==> config.mk <==
export PLATFORM = sky130hd
export DESIGN_NAME = csr_access_seq
export DESIGN_NICKNAME = d
export VERILOG_FILES = /design/src/rtl/csr_access_seq.sv
export SDC_FILE = /design/constraint.sdc
export NUM_CORES = 1
export LEC_CHECK = 0
export BUFFER_PORTS_ARGS = -buffer_cell sky130_fd_sc_hd__buf_2
export CAP_MARGIN = 25
export CORE_UTILIZATION = 40
export DETAILED_ROUTE_END_ITERATION = 8
export GPL_TIMING_DRIVEN = 0
export PLACE_DENSITY = 0.6
export SYNTH_ARGS = -nofsm -noshare
export SYNTH_HDL_FRONTEND = slang
export SYNTH_SLANG_ARGS = --single-unit
export TNS_END_PERCENT = 1
==> constraint.sdc <==
create_clock -name clk -period 29.3 [get_ports clk]
set_input_delay 2.93 -clock clk [delete_from_list [all_inputs] [get_ports clk]]
set_output_delay 2.93 -clock clk [all_outputs]
set_load 0.01 [all_outputs]
==> src/rtl/csr_access_seq.sv <==
// Machine-mode CSR access sequencer: runs CSRRW/RS/RC, ECALL and MRET as fixed
// multi-cycle sequences against the CSR file on behalf of decode.
module csr_access_seq #(
   parameter int          XLEN       = 32,
   parameter logic [11:0] MTVEC_ADDR = 12'h305,
   parameter logic [11:0] MEPC_ADDR  = 12'h341
) (
   input  logic            clk,
   input  logic            reset,
   input  logic            start,
   input  logic [2:0]      op,
   input  logic            imm_sel,
   input  logic [11:0]     csr,
   input  logic [4:0]      rs1_idx,
   input  logic [XLEN-1:0] rs1_data,
   input  logic [4:0]      uimm,
   input  logic [XLEN-1:0] pc,
   output logic            busy,
   output logic            done,
   output logic            rd_we,
   output logic [XLEN-1:0] rd_data,
   output logic            redirect,
   output logic [XLEN-1:0] redirect_pc,
   output logic            illegal,
   output logic [11:0]     csr_addr,
   input  logic [XLEN-1:0] csr_rdata,
   output logic [11:0]     wr_addr,
   output logic [XLEN-1:0] wr_data,
   output logic            wcsr_n,
   output logic            ecall_o,
   output logic            mret_o,
   output logic [XLEN-1:0] epc_out
);

   localparam logic [2:0] OP_RW    = 3'b001;
   localparam logic [2:0] OP_RS    = 3'b010;
   localparam logic [2:0] OP_RC    = 3'b011;
   localparam logic [2:0] OP_ECALL = 3'b100;
   localparam logic [2:0] OP_MRET  = 3'b101;

   typedef enum logic [2:0] {
      IDLE, CSR_RD, CSR_WR, TRAP_RD, TRAP_WR, MRET_RD, MRET_WR, DONE
   } state_t;

   state_t            state;
   logic [2:0]        op_q;
   logic              imm_sel_q;
   logic [11:0]       csr_q;
   logic [4:0]        rs1_idx_q;
   logic [XLEN-1:0]   rs1_data_q;
   logic [4:0]        uimm_q;
   logic [XLEN-1:0]   pc_q;
   logic [XLEN-1:0]   old_q;
   logic [XLEN-1:0]   target_q;

   logic [XLEN-1:0]   src;
   logic [XLEN-1:0]   new_val;
   logic              src_zero;
   logic              suppress;
   logic              read_only;
   logic              addr_ok;

   // new_val is formed from the live read data during CSR_RD, so the write
   // data is ready to register on the same edge that captures old_q.
   always_comb begin
      src       = imm_sel_q ? {{(XLEN-5){1'b0}}, uimm_q} : rs1_data_q;
      src_zero  = imm_sel_q ? (uimm_q == 5'd0) : (rs1_idx_q == 5'd0);
      suppress  = ((op_q == OP_RS) || (op_q == OP_RC)) && src_zero;
      read_only = (csr_q[11:10] == 2'b11);
      addr_ok   = csr_q inside {12'h300, 12'h304, 12'h305, 12'h340,
                                12'h341, 12'h342, 12'h343, 12'h344};
      case (op_q)
         OP_RS:   new_val = csr_rdata | src;
         OP_RC:   new_val = csr_rdata & ~src;
         default: new_val = src;
      endcase
   end

   // All outputs are registered on entry to the state that owns them, so
   // each strobe is held for exactly one full clock period.
   always_ff @(posedge clk or posedge reset) begin
      if (reset) begin
         state       <= IDLE;
         op_q        <= '0;
         imm_sel_q   <= 1'b0;
         csr_q       <= '0;
         rs1_idx_q   <= '0;
         rs1_data_q  <= '0;
         uimm_q      <= '0;
         pc_q        <= '0;
         old_q       <= '0;
         target_q    <= '0;
         busy        <= 1'b0;
         done        <= 1'b0;
         rd_we       <= 1'b0;
         rd_data     <= '0;
         redirect    <= 1'b0;
         redirect_pc <= '0;
         illegal     <= 1'b0;
         csr_addr    <= '0;
         wr_addr     <= '0;
         wr_data     <= '0;
         wcsr_n      <= 1'b1;
         ecall_o     <= 1'b0;
         mret_o      <= 1'b0;
         epc_out     <= '0;
      end else begin
         done     <= 1'b0;
         rd_we    <= 1'b0;
         redirect <= 1'b0;
         wcsr_n   <= 1'b1;
         ecall_o  <= 1'b0;
         mret_o   <= 1'b0;
         csr_addr <= '0;
         wr_addr  <= '0;
         wr_data  <= '0;
         case (state)
            IDLE: begin
               if (start) begin
                  op_q       <= op;
                  imm_sel_q  <= imm_sel;
                  csr_q      <= csr;
                  rs1_idx_q  <= rs1_idx;
                  rs1_data_q <= rs1_data;
                  uimm_q     <= uimm;
                  pc_q       <= pc;
                  busy       <= 1'b1;
                  case (op)
                     OP_RW, OP_RS, OP_RC: begin
                        state    <= CSR_RD;
                        csr_addr <= csr;
                     end
                     OP_ECALL: begin
                        state    <= TRAP_RD;
                        csr_addr <= MTVEC_ADDR;
                     end
                     OP_MRET: begin
                        state    <= MRET_RD;
                        csr_addr <= MEPC_ADDR;
                     end
                     default: begin
                        state   <= DONE;
                        done    <= 1'b1;
                        illegal <= 1'b1;
                     end
                  endcase
               end
            end
            CSR_RD: begin
               old_q <= csr_rdata;
               if (!addr_ok) begin
                  state   <= DONE;
                  done    <= 1'b1;
                  illegal <= 1'b1;
               end else begin
                  state   <= CSR_WR;
                  wr_addr <= csr_q;
                  wr_data <= new_val;
                  wcsr_n  <= suppress || read_only;
               end
            end
            CSR_WR: begin
               state <= DONE;
               done  <= 1'b1;
               if (read_only && !suppress) begin
                  illegal <= 1'b1;
               end else begin
                  illegal <= 1'b0;
                  rd_we   <= 1'b1;
                  rd_data <= old_q;
               end
            end
            TRAP_RD: begin
               target_q <= {csr_rdata[XLEN-1:2], 2'b00};
               state    <= TRAP_WR;
               ecall_o  <= 1'b1;
               epc_out  <= pc_q;
            end
            MRET_RD: begin
               target_q <= csr_rdata;
               state    <= MRET_WR;
               mret_o   <= 1'b1;
            end
            TRAP_WR, MRET_WR: begin
               state       <= DONE;
               done        <= 1'b1;
               redirect    <= 1'b1;
               redirect_pc <= target_q;
               illegal     <= 1'b0;
            end
            DONE: begin
               state <= IDLE;
               busy  <= 1'b0;
            end
            default: state <= IDLE;
         endcase
      end
   end

endmodule

==> results_dict.tcl, run 1 <==
set metrics [dict create \
    whs_path_depth 2 \
    htreeDepth 2 \
    required_ps 26370 \
    cts-resized-gates 0 \
    crit_buf_inv 1 \
    cts_hold_buf 0 \
    layout_common_cells "nand2_1 (411), dfrtp_1 (316), buf_2 (315)" \
    path_max_fanout 1 \
    tightest_slew_ps 795 \
    async_reset_ff_frac 1.00 \
    grt_overflow 0 \
    ant_nets 0 \
    grt_pass1_wl_mm 61.0 \
    slowest_delay_ps 510 \
    endpoint_kind "primary output" \
    arrival_ps 1130 \
    clock.fmax_mhz 246 \
    cts_tree "done" \
    numPortBuffers 284 \
    drv_cap 0 \
    holdCritStartpoint "pc_q[5]$_DFFE_PP0P_" \
    syn-cell-area_um2 13500 \
    layout.cells.non_filler 2078 \
    vias 10600 \
    cts_buffers 36 \
    ff2ff_path_depth 6 \
    first_global_vias 10700 \
    ios 285 \
    clock_path_buffers 3 \
    hold_ws_ps 463 \
    areaGrowthSynthToFinish_pct 24.9 \
    final_common_cell "nand2_1" \
    hold_viol 0 \
    wl_per_cell_um 19.1 \
    antenna_found_initial 15 \
    nets 1725 \
    grt_max_degree 117 \
    avgSynthCellArea_um2 10.7 \
    ys_types 51 \
    worstSkewPairLatency_ps 510 \
    ys_ff_latch 317 \
    synth_edf_count 0 \
    p_leak_nw 8.53 \
    gp_congestion 0.835 \
    synth-seq-area-share 0.586 \
    min_to "epc_out[5]$_DFFE_PP0P_" \
    initial_core_util 0.405 \
    fin_crit_sh 0.139 \
    clock_sinks 317 \
    sw_frac_of_total 0.353 \
    r2r-end "rd_data[29]$_DFFE_PP0P_" \
    syn_inst 1271 \
    cp_cell_sequence "buf_2" \
    drc 0 \
    dpl.hpwl_mm 28.5 \
    start_kind "register" \
    pwr-share-seq 0.386 \
    ir_drop_uv 51.3 \
    via_per_inst 5.09 \
    p_clk_frac 0.263 \
    powerDensity_nw_per_um2 110 \
    r2r_slack_ps 27100 \
    drive_above_1_share 0.323 \
    slowest_stage "dfstp_2" \
    cts-root-buf "clkbuf_16" \
    ys.warnings.count 0 \
    slew_violations 0 \
    clkTransAtPathRegs_ps 60 \
    initialDrtViolationCount 614 \
    maxSlewHeadroom 0.470 \
    rsz0062_at_grt "no" \
    core-area_um2 33400 \
    p_sw_uw 656 \
    rows 67 \
    grt.total_usage 0.233 \
    crit_type "reg2out" \
    fin_setup_tns_ps 0 \
    place_inst 2010 \
    dr.pass1.iters 5 \
    skew_ps 10.1 \
    die_h_um 186 \
    design.die.area_um2 34600 \
    critPathTopFamily "flip-flops" \
    hold_path.class "reg2reg" \
    routed_wl_mm 39.7 \
    die_w_um 186 \
    status "finished clean" \
    r2r-start "imm_sel_q$_DFFE_PP0P_" \
    finalSetupViolations 0 \
    synth_ff_type "dfrtp_1" \
    combPwrFrac 0.351 \
    p_int_mw 1.20 \
    period_needed_ps 4060 \
    post_cts_buffers 0 \
]
-- synthesized netlist by cell type, types with 3 or more instances --
| cell | instances | area, µm² |
|---|---|---|
| nand2_1 | 411 | 1540 |
| dfrtp_1 | 316 | 7910 |
| mux2_2 | 73 | 822 |
| and3_1 | 70 | 438 |
| nor2_1 | 64 | 240 |
| clkbuf_1 | 51 | 191 |
| nand4_1 | 32 | 200 |
| buf_2 | 31 | 155 |
| a221oi_2 | 29 | 435 |
| a31oi_1 | 28 | 175 |
| nand2b_1 | 28 | 175 |
| o211ai_2 | 28 | 350 |
| mux2_1 | 25 | 282 |
| a21oi_1 | 11 | 55.1 |
| and2_1 | 8 | 50.1 |
| buf_6 | 6 | 67.6 |
| a211oi_1 | 5 | 37.5 |
| o21ai_0 | 5 | 25.0 |
| inv_1 | 4 | 15.0 |
| o211ai_1 | 4 | 30.0 |
| a221oi_1 | 3 | 26.3 |
| nor2b_1 | 3 | 18.8 |
| nor3_1 | 3 | 15.0 |
-- power groups by stage --
stage	registers (mW)	logic, mW	clock network, mW
detailed placement	0.723	0.656	0
finish	0.718	0.652	0.490
CTS	0.717	0.658	0.500
floorplan	0.729	0.423	0
global route	0.741	0.722	0.518
global placement	0.717	0.643	0
-- layer usage --
metal  share of wire  GRT usage  vias to the layer above  wire, µm
met5          0.0030          0                        -       118
met2            0.47      0.380                      334     18600
li1                -          -                     4971         -
met1            0.42      0.297                     5172     16800
met4           0.026     0.0738                       20      1040
met3           0.078     0.0667                       86      3100
-- flip-flops by register name, summed over array words and instances (netlist names), 3 cells and up --
register / flops
rs1_idx_q: 5
pc_q: 32
csr_addr: 12
csr_q: 12
redirect_pc: 32
wr_addr: 12
old_q: 32
uimm_q: 5
rs1_data_q: 32
epc_out: 32
rd_data: 32
target_q: 32
wr_data: 32
state: 3
op_q: 3
-- worst max-delay path by stage --
stage          cells after the start  slack, ps                          to             start
6_report                           1      25240                      wcsr_n  wcsr_n$_DFF_PP1_
5_1_grt                            1      25210                      wcsr_n  wcsr_n$_DFF_PP1_
4_1_cts                            1      25210                      wcsr_n  wcsr_n$_DFF_PP1_
3_5_place_dp                       5      24930  rs1_data_q[30]$_DFFE_PP0P_             start
3_3_place_gp                       2      13930      epc_out[6]$_DFFE_PP0P_             reset
2_1_floorplan                      1      17600            busy$_DFFE_PP0P_             reset
-- through the flow --
stage	worst slack (ps)	area [µm²]	utilization	power, mW
after detailed placement	24930	15600	0.467	1.38
after CTS	25210	16900	0.506	1.88
final	25240	16900	0.506	1.86
after global routing	25210	16900	0.506	1.98
after floorplan	17600	13600	-	1.15
after global placement	13930	15500	0.465	1.36
-- logic make-up (layout without fill, tap and decap cells) --
| family | Yosys count | count (layout) | synth area share |
|---|---|---|---|
| xor gates and xnor gates | 2 | 2 | 0.00129 |
| buffers and inverters | 99 | 449 | 0.0358 |
| DFF | 317 | 317 | 0.586 |
| muxes | 98 | 98 | 0.0814 |
| and+or+nand+nor | 631 | 631 | 0.205 |
| AOI/OAI and AO/OA | 123 | 123 | 0.0901 |
| other | 1 | 10 | 0.000277 |
-- area by class of cell --
type,instances,area [µm²]
clock buffers,45,1020
fillers,3173,16500
inverters,6,30.0
diodes,4,10.0
multi-input cells,860,5150
plain buffers,93,463
clock inverters,19,280
flip-flops and latches,317,7930
repair buffers,286,1480
well taps,448,561
Power figures use the tool's default switching activity.
==> run 2, diff against run 1 <==
PLACE_DENSITY = 0.62   (was 0.6)
clock period = 3.4 ns   (was 29.3 ns; I/O delays follow)
==> run 2 against run 1 <==
Worst setup slack worse by 24000 ps; global-route usage is 0.13 points lower; via count is 0.44% lower; design area is 0.26% lower; first-iteration DRC count is 11% lower; non-clock buffer count is 7 higher; critical path depth is 5 higher; die area stayed put; sequential power grew to 8.7 times the previous value; routed wire length is 0.57% lower; critical path type is now reg2reg; highest routed layer unchanged; worst hold slack worse by 450 ps; combinational power grew to 8.6 times the previous value.
==> results_dict.tcl, run 2 (synthesis gave the netlist of run 1 again) <==
set metrics [dict create \
    rows 67 \
    grt_pass1_wl_mm 60.7 \
    fin_crit_sh 0.664 \
    post_cts_buffers 0 \
    maxSlewHeadroom 0.471 \
    initial_core_util 0.405 \
    finalSetupViolations 0 \
    crit_buf_inv 2 \
    htreeDepth 2 \
    startpoint "csr_q[11]$_DFFE_PP0P_" \
    wl_per_cell_um 18.9 \
    cts-root-buf "clkbuf_16" \
    path_max_fanout 10 \
    clock.fmax_mhz 443 \
    cts-resized-gates 0 \
    path_depth 6 \
    required_ps 3790 \
    r2r-start "csr_q[11]$_DFFE_PP0P_" \
    cts_buffers 36 \
    hold_path.class "in2reg" \
    final_common_cell "nand2_1" \
    routed_wl_mm 39.4 \
    nets 1732 \
    setup_ws_ps 1140 \
    cts_tree "done" \
    status "finished clean" \
    die_w_um 186 \
    fin_setup_tns_ps 0 \
    hold_ws_ps 14.7 \
    dpl.hpwl_mm 29.3 \
    place_inst 2016 \
    drc 0 \
    post_dp_cell_area_um2 15700 \
    final_core_util 0.505 \
    start_kind "register" \
    hold_viol 0 \
    core-area_um2 33400 \
    vias 10500 \
    clock_sinks 317 \
    nFillCells 3144 \
    final-seq-area_um2 7930 \
    numPortBuffers 284 \
    ir_drop_uv 440 \
    worstSkewPairLatency_ps 520 \
    powerDensity_nw_per_um2 923 \
    ff2ff_path_depth 6 \
    grt_max_degree 43 \
    period_needed_ps 2260 \
    final_cell_area_um2 16900 \
    clock_path_buffers 3 \
    cts_hold_buf 1 \
    r2r-end "wr_data[2]$_DFF_PP0_" \
    tightest_slew_ps 793 \
    critPathTopFamily "simple AND/OR/NAND/NOR gates" \
    via_per_inst 5.06 \
    cp_cell_sequence "nor4bb_1 > o311ai_1 > nand2b_1 > buf_2 > buf_2 > a211oi_1" \
    drive_above_1_share 0.319 \
    grt_overflow 0 \
    slowest_stage "dfrtp_1" \
    skew_ps 25.9 \
    crit_top_cell "buf_2" \
    areaGrowthSynthToFinish_pct 24.5 \
    grt.total_usage 0.232 \
    layout_common_cells "nand2_1 (411), dfrtp_1 (316), buf_2 (315)" \
    arrival_ps 2640 \
    drv_cap 0 \
    crit_type "reg2reg" \
    crit_end "wr_data[2]$_DFF_PP0_" \
    slew_violations 0 \
    initialDrtViolationCount 548 \
    dr.pass1.iters 5 \
    multi_input_area_um2 5150 \
    antenna_found_initial 17 \
    rsz0062_at_grt "no" \
    detailedPlace.worstSlack_ps 1190 \
    ant_nets 0 \
    design.die.area_um2 34600 \
    layout.cells.non_filler 2084 \
    ios 285 \
    r2r_slack_ps 1140 \
    first_global_vias 10600 \
    gp_congestion 0.869 \
    fin_total_pwr_mw 15.6 \
    slowest_delay_ps 550 \
    p_leak_nw 8.51 \
    endpoint_kind "register" \
    clkTransAtPathRegs_ps 60 \
    die_h_um 186 \
]
==> run 2: changes by cell type in the layout (fill, tap and decap cells not counted) <==
cell	before	now
bufinv_16	7	2
dlygate4sd3_1	0	1
clkinv_2	8	4
clkinv_4	0	1
clkbuf_1	53	60
clkinvlp_4	4	1
diode_2	4	8
inv_8	1	0
buf_16	2	0
buf_12	0	8
==> run 2: worst min path at each step <==
stage | startpoint | end | slack, ps | depth (start not counted)
2_1_floorplan | csr_q[9]$_DFFE_PP0P_ | csr_q[9]$_DFFE_PP0P_ | 440 | 2
5_1_grt | pc[20] | pc_q[20]$_DFFE_PP0P_ | 10 | 3
3_3_place_gp | pc_q[30]$_DFFE_PP0P_ | epc_out[30]$_DFFE_PP0P_ | 450 | 2
3_5_place_dp | reset | wr_addr[5]$_DFF_PP0_ | 360 | 2
4_1_cts | rs1_data[19] | rs1_data_q[19]$_DFFE_PP0P_ | 3 | 3
6_report | rs1_data[19] | rs1_data_q[19]$_DFFE_PP0P_ | 10 | 3
==> run 2: cell type report <==
type,instances,share of cell area
well taps,448,0.0332
clock inverters,7,0.00526
flip-flops and latches,317,0.470
clock buffers,52,0.0618
multi-input cells,860,0.305
diodes,8,0.00119
inverters,6,0.00156
plain buffers,93,0.0274
repair buffers,293,0.0943
==> run 2: per-layer routing <==
metal	global-route usage	vias to the layer above	wire, µm
met2	0.382	313	19000
li1	-	4985	-
met1	0.293	5133	16600
met3	0.0652	83	2770
met4	0.0751	22	992
met5	0	-	146
==> run 2: power breakdown <==
group          leakage [nW]  switching, mW  internal (mW)
clock network         0.558           1.48           2.27
registers              3.94          0.949           5.27
logic                  4.01           3.15           2.47
total                  8.51           5.58           10.0
==> run 2: tightest hold or removal path: stages <==
cell,delay (ps)
buf_2,70
nand2_1,40
nand2_1,40
==> run 3, diff against run 2 <==
PLACE_DENSITY = 0.6   (was 0.62)
clock period = 2.08 ns   (was 3.4 ns; I/O delays follow)
==> run 3 against run 2 <==
Critical path type unchanged; worst hold slack better by 19 ps; final cell count grew 5.7%; count of clock-buffer cells in the layout fell by 1; non-clock buffer count rose by 120; sequential power rose by 64%; clock skew is 7.6 ps lower; largest power group unchanged; utilization grew 3.8 points; clock power up 71%; global-route usage is 0.76 points higher.
==> results_dict.tcl, run 3 (synthesis gave the netlist of run 1 again) <==
set metrics [dict create \
    skew_ps 18.3 \
    dpl.hpwl_mm 29.3 \
    period_needed_ps 2000 \
    hold_viol 0 \
    detailedPlace.worstSlack_ps -157 \
    powerDensity_nw_per_um2 1430 \
    p_leak_nw 9.06 \
    drc 0 \
    grt_max_degree 43 \
    ios 285 \
    place_inst 2017 \
    antenna_found_initial 5 \
    htreeDepth 2 \
    cts_tree "done" \
    ant_nets 0 \
    rsz0062_at_grt "yes" \
    multi_input_area_um2 5160 \
    core-area_um2 33400 \
    areaGrowthSynthToFinish_pct 34.0 \
    maxSlewHeadroom 0.550 \
    clock.fmax_mhz 499 \
    clock_path_buffers 3 \
    arrival_ps 2450 \
    fin_crit_sh 0.963 \
    grt_pass1_wl_mm 63.5 \
    required_ps 2520 \
    crit_type "reg2reg" \
    drv_cap 0 \
    finalSetupViolations 0 \
    first_global_vias 11400 \
    final_common_cell "nand2_1" \
    nFillCells 3009 \
    fin_setup_tns_ps 0 \
    via_per_inst 5.07 \
    clock_sinks 317 \
    final_cell_area_um2 18200 \
    path_max_fanout 10 \
    routed_wl_mm 40.7 \
    initialDrtViolationCount 533 \
    grt_overflow 0 \
    initial_core_util 0.405 \
    rows 67 \
    ir_drop_uv 881 \
    vias 11200 \
    layout_common_cells "nand2_1 (410), dfrtp_1 (314), buf_2 (313)" \
    setup_ws_ps 77.2 \
    post_dp_cell_area_um2 15700 \
    numPortBuffers 284 \
    drive_above_1_share 0.307 \
    clkTransAtPathRegs_ps 60 \
    grt.total_usage 0.239 \
    nets 1852 \
    tightest_slew_ps 676 \
    hold_path.class "in2reg" \
    post_cts_buffers 0 \
    start_kind "register" \
    gp_congestion 0.835 \
    die_w_um 186 \
    design.die.area_um2 34600 \
    cts-root-buf "clkbuf_16" \
    wl_per_cell_um 18.5 \
    cts_buffers 36 \
    layout.cells.non_filler 2202 \
    fin_total_pwr_mw 26.1 \
    worstSkewPairLatency_ps 520 \
    slew_violations 0 \
    final-seq-area_um2 7940 \
    endpoint_kind "register" \
    die_h_um 186 \
    status "finished clean" \
    dr.pass1.iters 5 \
]
run 3: changes by cell type in the layout (fill, tap and decap cells not counted), moves of 2 or more:
cell	before	now
buf_2	315	313
dfrtp_1	316	314
dfrtp_2	0	2
clkbuf_2	0	6
clkbuf_4	0	2
inv_6	0	2
dlygate4sd3_1	1	120
clkbuf_1	60	53
diode_2	8	3
run 3: through the flow:
| stage | util | hold WS [ps] |
|---|---|---|
| finish | 0.543 | 33.9 |
| global route | 0.543 | 12.9 |
| CTS | 0.542 | 12.9 |
| detailed placement | 0.470 | 244 |
| global placement | 0.465 | 398 |
| floorplan | - | 313 |
run 3: repair_timing:
item                                    4_1_cts  5_1_grt
endpoints found under the setup margin       33       59
hold buffers                                120        0
gates cloned                                  0        0
gates resized for setup                       7       12
endpoints found under the hold margin       181        0
run 3: path summary, 6_finish.rpt:
kind                                            start                         end  slack, ps  cells past startpoint
worst max-delay path            imm_sel_q$_DFFE_PP0P_      rd_data[8]$_DFFE_PP0P_         80                      7
worst min-delay path                    csr_rdata[29]       old_q[29]$_DFFE_PP0P_         30                      2
worst max register to register  imm_sel_q$_DFFE_PP0P_      rd_data[8]$_DFFE_PP0P_         80                      7
worst min register to register   pc_q[26]$_DFFE_PP0P_     epc_out[26]$_DFFE_PP0P_        460                      2
max in group asynchronous                       reset  redirect_pc[9]$_DFFE_PP0P_        560                      7
min in group asynchronous                       reset     target_q[5]$_DFFE_PP0P_        250                      3
run 3: report_power, final:
part	switching, mW	total [mW]	internal, mW
combinational	5.26	9.48	4.22
clock	2.56	6.41	3.86
sequential	1.56	10.2	8.62
run 3: worst max-delay path, cell delays in order (launching register included):
cell and delay, ps:
dfrtp_1 360, buf_4 160, or4b_1 170, a2bb2oi_1 480, buf_4 290, buf_2 260, nand2_1 120, o211ai_2 90
run 3: per-layer routing:
layer,share of wire,GRT usage
met4,0.033,0.0898
met1,0.42,0.305
met5,0.00061,0
met2,0.48,0.400
met3,0.065,0.0485
run 3: cell type report:
class                      count  area share
clock inverter                11     0.00799
tap                          448      0.0309
inverter                       6     0.00145
buffer                        93      0.0266
sequential                   317       0.437
multi-input combinational    860       0.284
timing repair buffer         413       0.154
clock buffer                  51      0.0572
antenna                        3    0.000413
